<file path="src/rtl/serial_adder_pkg.sv">
// Shared definitions for the bit-serial adder: FSM encoding and counter sizing.
package serial_adder_pkg;

  typedef enum logic {
    IDLE = 1'b0,
    ADD  = 1'b1
  } state_t;

  localparam int DEFAULT_WIDTH = 8;

  // Counter wide enough to index bits 0..width-1, never narrower than one bit.
  function automatic int cnt_width(input int width);
    return (width > 1) ? $clog2(width) : 1;
  endfunction

  localparam int DEFAULT_CNT_W = cnt_width(DEFAULT_WIDTH);

endpackage

</file>
<file path="src/rtl/full_adder.sv">
// One-bit full adder used as the serial datapath slice.
module full_adder (
  input  logic a,
  input  logic b,
  input  logic cin,
  output logic sum,
  output logic cout
);

  assign sum  = a ^ b ^ cin;
  assign cout = (a & b) | (a & cin) | (b & cin);

endmodule

</file>
<file path="src/rtl/serial_adder.sv">
// Bit-serial adder: LSB-first, one bit per clock through a single full adder,
// with a registered carry and a two-state IDLE/ADD controller.
module serial_adder
  import serial_adder_pkg::*;
#(
  parameter int WIDTH = DEFAULT_WIDTH
) (
  input  logic             clk,
  input  logic             rst,
  input  logic             start,
  input  logic [WIDTH-1:0] a,
  input  logic [WIDTH-1:0] b,
  output logic             busy,
  output logic             done,
  output logic [WIDTH-1:0] sum,
  output logic             cout
);

  localparam int             CNT_W = cnt_width(WIDTH);
  localparam logic [CNT_W-1:0] LAST  = CNT_W'(WIDTH - 1);

  state_t           state;
  state_t           state_nxt;
  logic             load;
  logic             step;
  logic             finish;

  logic [WIDTH-1:0] a_sh;
  logic [WIDTH-1:0] b_sh;
  logic [WIDTH-1:0] psum;
  logic [WIDTH-1:0] psum_nxt;
  logic [CNT_W-1:0] cnt;
  logic             carry;
  logic             fa_sum;
  logic             fa_cout;

  full_adder u_fa (
    .a    (a_sh[0]),
    .b    (b_sh[0]),
    .cin  (carry),
    .sum  (fa_sum),
    .cout (fa_cout)
  );

  // New sum bit enters at the MSB so that after WIDTH steps bit 0 sits at the LSB.
  if (WIDTH == 1) begin : g_one
    assign psum_nxt = fa_sum;
  end else begin : g_wide
    assign psum_nxt = {fa_sum, psum[WIDTH-1:1]};
  end

  always_comb begin
    state_nxt = state;
    load      = 1'b0;
    step      = 1'b0;
    finish    = 1'b0;
    case (state)
      IDLE: begin
        if (start) begin
          state_nxt = ADD;
          load      = 1'b1;
        end
      end
      ADD: begin
        step = 1'b1;
        if (cnt == LAST) begin
          finish    = 1'b1;
          state_nxt = IDLE;
        end
      end
      default: state_nxt = IDLE;
    endcase
  end

  always_ff @(posedge clk or posedge rst) begin
    if (rst) begin
      state <= IDLE;
    end else begin
      state <= state_nxt;
    end
  end

  always_ff @(posedge clk or posedge rst) begin
    if (rst) begin
      a_sh  <= '0;
      b_sh  <= '0;
      psum  <= '0;
      cnt   <= '0;
      carry <= 1'b0;
      done  <= 1'b0;
      sum   <= '0;
      cout  <= 1'b0;
    end else begin
      done <= finish;
      if (load) begin
        a_sh  <= a;
        b_sh  <= b;
        psum  <= '0;
        cnt   <= '0;
        carry <= 1'b0;
      end else if (step) begin
        a_sh  <= a_sh >> 1;
        b_sh  <= b_sh >> 1;
        psum  <= psum_nxt;
        cnt   <= cnt + CNT_W'(1);
        carry <= fa_cout;
      end
      // Visible result only moves on the completion edge.
      if (finish) begin
        sum  <= psum_nxt;
        cout <= fa_cout;
      end
    end
  end

  assign busy = (state == ADD);

endmodule

</file>
<file path="config.mk">
export PLATFORM = sky130hd
export DESIGN_NAME = serial_adder
export DESIGN_NICKNAME = d
export VERILOG_FILES = /design/src/rtl/serial_adder_pkg.sv /design/src/rtl/full_adder.sv /design/src/rtl/serial_adder.sv
export SDC_FILE = /design/constraint.sdc
export NUM_CORES = 1
export LEC_CHECK = 0
export ABC_AREA = 1
export CAP_MARGIN = 15
export CORE_ASPECT_RATIO = 0.5
export CORE_MARGIN = 5
export CORE_UTILIZATION = 51
export CTS_CLUSTER_SIZE = 40
export DETAILED_ROUTE_END_ITERATION = 7
export HOLD_SLACK_MARGIN = 0.05
export PLACE_DENSITY = 0.78
export SYNTH_ARGS = -nofsm -noshare
export SYNTH_HDL_FRONTEND = slang
export SYNTH_HIERARCHICAL = 1
export SYNTH_SLANG_ARGS = --single-unit
</file>
<file path="constraint.sdc">
create_clock -name clk -period 1.6 [get_ports clk]
set_clock_uncertainty 0.1 [all_clocks]
set_input_delay 0.4 -clock clk [delete_from_list [all_inputs] [get_ports clk]]
set_output_delay 0.4 -clock clk [all_outputs]
set_load 0.02 [all_outputs]
</file>
# After elaboration in Yosys (flattened, before gate mapping)
# Cells that the tools add are included.
# classes
reduce_logical	1
n_bitwise	8
n_addsub	1
eq_ne	1
n_mux	17
# op_table
operator	count
$mux W8	6
$mux W1	8
$mux W3	2
$add A3 B1 Y3 const B	1
$and A1 B1 Y1	3
$eq A3 B3 Y1 const B	1
$or A1 B1 Y1	2
$pmux W1 S2	1
$reduce_bool A2 Y1	1
$xor A1 B1 Y1	2
$not A1 Y1	1
# totals
reg_bits	39
output_inout_bits	11

# Depth between registers and ports, before layout
# logic_depth
word_depth	5
mapped_depth	6

# Hierarchy
# The synthesis kept the hierarchy.
# by_module_without_submodules
mod	n_inst	area_each_um2	cells_each
serial_adder	1	1586.5	168
full_adder	1	20.0	1

# Least setup slack after synthesis
# No wires, ideal clock.
# synth_path
kind	register -> register
from	register cnt[0]
to	register sum[1]
t_arrival_ps	1045
slack_ps	329
stages_incl_launch_ff	6
setup_ps	126
synth_period_minus_slack_ps	1271
path_cell_list	dfrtp_1 ha_1 ha_1 nand2_4 buf_6 o21ai_0
# synth_between
elab_chain_len	3
# synth_lines
element	line	text
from (decl)	serial_adder.sv:32	logic [CNT_W-1:0] cnt;
from (signal assigned)	serial_adder.sv:105	cnt <= cnt + CNT_W'(1);
$eq A3 B3 Y1	serial_adder.sv:66	if (cnt == LAST) begin
$mux W1	serial_adder.sv:66	
$mux W1	serial_adder.sv:57	case (state)
to (signal assigned)	serial_adder.sv:110	sum <= psum_nxt;
to (decl)	serial_adder.sv:15	output logic [WIDTH-1:0] sum,
# No other way between the ends.
# A chain may end at the register's enable or synchronous reset.

# Worst setup path in the final report
# layout_path
from	register sum[7]
to	output sum[7]
# No word-level cell between the ends.

==> impl_metrics.env <==
export IMPL_grt_pass1_wl_um=5313
export IMPL_maxCapViolations=0
export IMPL_reg2reg_setup_slack_ps=230
export IMPL_fmax_mhz=670.6
export IMPL_ys_warn_count=6
export IMPL_cp_slowest_stage_delay_ps=390
export IMPL_diodes=0
export IMPL_mostFrequentLayoutCells="nand2_1, dfrtp_1, nand3_1, clkdlybuf4s50_1, o21ai_0"
export IMPL_critPathSlowestCell="dfrtp_1"
export IMPL_avgSynthCellArea_um2=9.506
export IMPL_finalPower_w=0.003382
export IMPL_clock_path_buffers=2
export IMPL_worst_slack_ps=108.8
export IMPL_rows=14
export IMPL_fp_dieArea_um2=4441
export IMPL_hold_violations=0
export IMPL_p_seq_share_pct=45.5
export IMPL_rsz0062_at_grt="false"
export IMPL_fin_cells=243
export IMPL_clock_latency_ps=280
export IMPL_startpoint_type="flop"
export IMPL_die_y_um=49.69
export IMPL_num_vias=1202
export IMPL_nets=224
export IMPL_dp_slack_ps=-31.60
export IMPL_wirelength_um=3040
export IMPL_overflow=0
export IMPL_gp_congestion=0.7725
export IMPL_p_per_area_nw_per_um2=1680
export IMPL_grt_start_max_net_pins=39
export IMPL_maxSlewHeadroom_pct=74.23
export IMPL_cts_num_sinks=38
export IMPL_final_area_um2=2013
export IMPL_ir_drop_mv=0.6884
export IMPL_clockPowerShare_pct=19.6
export IMPL_cts_tree="built"
export IMPL_firstDrtPassIters=4
export IMPL_grtUsageMet3_pct=4.493
export IMPL_syn_inst=169
export IMPL_period_minus_slack_ps=1491
export IMPL_port_buffers=29
export IMPL_comb_power_share_pct=34.9
export IMPL_fin_hold_ws_ps=374.0
export IMPL_regArea_um2=950.9
export IMPL_grt_pass1_vias=1218
export IMPL_final_common_cell="nand2_1"
export IMPL_swShare_pct=36.66
export IMPL_setup_viol=0
export IMPL_maxSlewViolCount=0
export IMPL_dp_cells=235
export IMPL_crit_fanout=2
export IMPL_critPathArrivalTime_ps=990
export IMPL_root_buffer="clkbuf_8"
export IMPL_cp_cell_sequence="dlygate4sd2_1"
export IMPL_ys_seq_elements=38
export IMPL_crit_buf_inv=1
export IMPL_die_w_um=89.38
export IMPL_seq_area_frac_synth_pct=59.19
export IMPL_cp_top_family="flip-flops"
export IMPL_synth_nets=191
export IMPL_ctsHoldBuffers=0
export IMPL_post_route_period_util_pct=93.20
export IMPL_drive_gt1_share_pct=7.882
export IMPL_wire_per_inst_um=12.51
export IMPL_ant_nets=0
export IMPL_track_usage_pct=15.65
export IMPL_multi_input_area_um2=533.0
export IMPL_grt_use_met1_pct=18.89
export IMPL_status="completed"
export IMPL_internal_power_w=0.002142
export IMPL_tightest_slew_ps=385.9
export IMPL_syn_to_final_growth_pct=25.31
export IMPL_place_area_um2=1936
export IMPL_gr_max_usage_layer="met2"
export IMPL_dp_hpwl_um=2057
export IMPL_synth_area_um2=1607
export IMPL_io_pins=30
export IMPL_crit_path_end_kind="primary output"
export IMPL_drc=0
export IMPL_core_area_um2=3013
export IMPL_power_leakage_nw=1.012
export IMPL_critPathKind="reg2out"
export IMPL_path_clk_slew_ps=70
export IMPL_cts_buffers=5
export IMPL_use_met2_pct=26.53
export IMPL_fillCellCount=253
export IMPL_dr_first_iter_drc_count=69
export IMPL_start_util_pct=53.32
export IMPL_routed_via_density=4.947
export IMPL_h_tree_depth=2
export IMPL_switchingPower_w=0.001240
export IMPL_antenna_found_initial=0
export IMPL_ys_types=14
export IMPL_holdCritPathClass="reg2reg"
export IMPL_worst_ep_required_time_ps=1100
-- cell families (layout without fill, tap and decap cells) --
family	after synthesis	in the layout	share of synthesized area, %
adder cells (fa/ha/maj)	3	3	2.804
buffers and inverters	20	54	7.632
AND/OR/NAND/NOR	91	91	25.08
flip-flops	38	38	59.19
AO/OA/AOI/OAI	17	17	5.296
-- sequential cells by signal, indices dropped and copies added (netlist names) --
| register | flops |
|---|---|
| cout | 1 |
| cnt | 3 |
| carry | 1 |
| psum | 7 |
| a_sh | 8 |
| b_sh | 8 |
| sum | 8 |
| busy | 1 |
| done | 1 |
-- power groups by stage --
stage	clock network, W	logic, W	registers (W)
floorplan	0	0.000755	0.00165
global placement	0	0.00123	0.00154
detailed placement	0	0.00127	0.00156
CTS	0.000677	0.00120	0.00154
global route	0.000729	0.00134	0.00158
finish	0.000663	0.00118	0.00154
-- worst paths after layout --
check | start | end | depth (start not counted)
worst min register to register | a_sh[7]$_DFFE_PP0P_ | a_sh[7]$_DFFE_PP0P_ | 2
worst max-delay path | sum[7]$_DFFE_PP0P_ | sum[7] | 1
worst min-delay path | a_sh[7]$_DFFE_PP0P_ | a_sh[7]$_DFFE_PP0P_ | 2
worst max register to register | cnt[0]$_DFFE_PP0P_ | sum[0]$_DFFE_PP0P_ | 6
max in group asynchronous | rst | b_sh[5]$_DFFE_PP0P_ | 3
min in group asynchronous | rst | cout$_DFFE_PP0P_ | 3
-- cells in the mapped netlist --
cell,count,area (um^2)
buf_2,2,10.01
buf_4,2,15.01
buf_6,5,56.30
dfrtp_1,38,950.9
fa_1,1,20.02
ha_1,2,25.02
inv_1,10,37.54
inv_2,1,3.750
nand2_1,58,217.7
nand2_4,1,11.26
nand3_1,30,150.1
nor2_1,1,3.750
nor2_8,1,20.02
o21ai_0,17,85.08
-- worst register-to-register path, cell delays in order, from the launching register on --
cell     delay [ps]
dfrtp_1         400
ha_1            200
ha_1            210
nand2_4         170
inv_1            90
nand2_1          60
nand2_1          40
-- layout make-up --
| cell class | count | area share [%] |
|---|---|---|
| clock buffers | 7 | 4.288 |
| repair buffers | 35 | 17.22 |
| flip-flops and latches | 38 | 47.23 |
| well taps | 40 | 2.486 |
| inverters | 11 | 2.051 |
| multi-input cells | 111 | 26.48 |
| clock inverters | 1 | 0.2486 |
-- routing by layer --
metal	up-vias	part of all wire [%]
li1	606	-
met1	573	46
met2	23	50
met3	0	4.5
met4	0	0
met5	-	0
-- what timing repair did --
| action | 4_1_cts | 5_1_grt |
|---|---|---|
| setup buffers | 0 | 0 |
| resized for setup | 11 | 0 |
| endpoints found under the setup margin | 11 | 0 |
-- metrics by stage --
step / util, % / TNS (ps)
4_1_cts: 66.82 / 0
3_3_place_gp: 64.24 / 0
2_1_floorplan: - / 0
6_report: 66.82 / 0
3_5_place_dp: 64.24 / -228.9
5_1_grt: 66.82 / 0
Power figures use the tool's default switching activity.
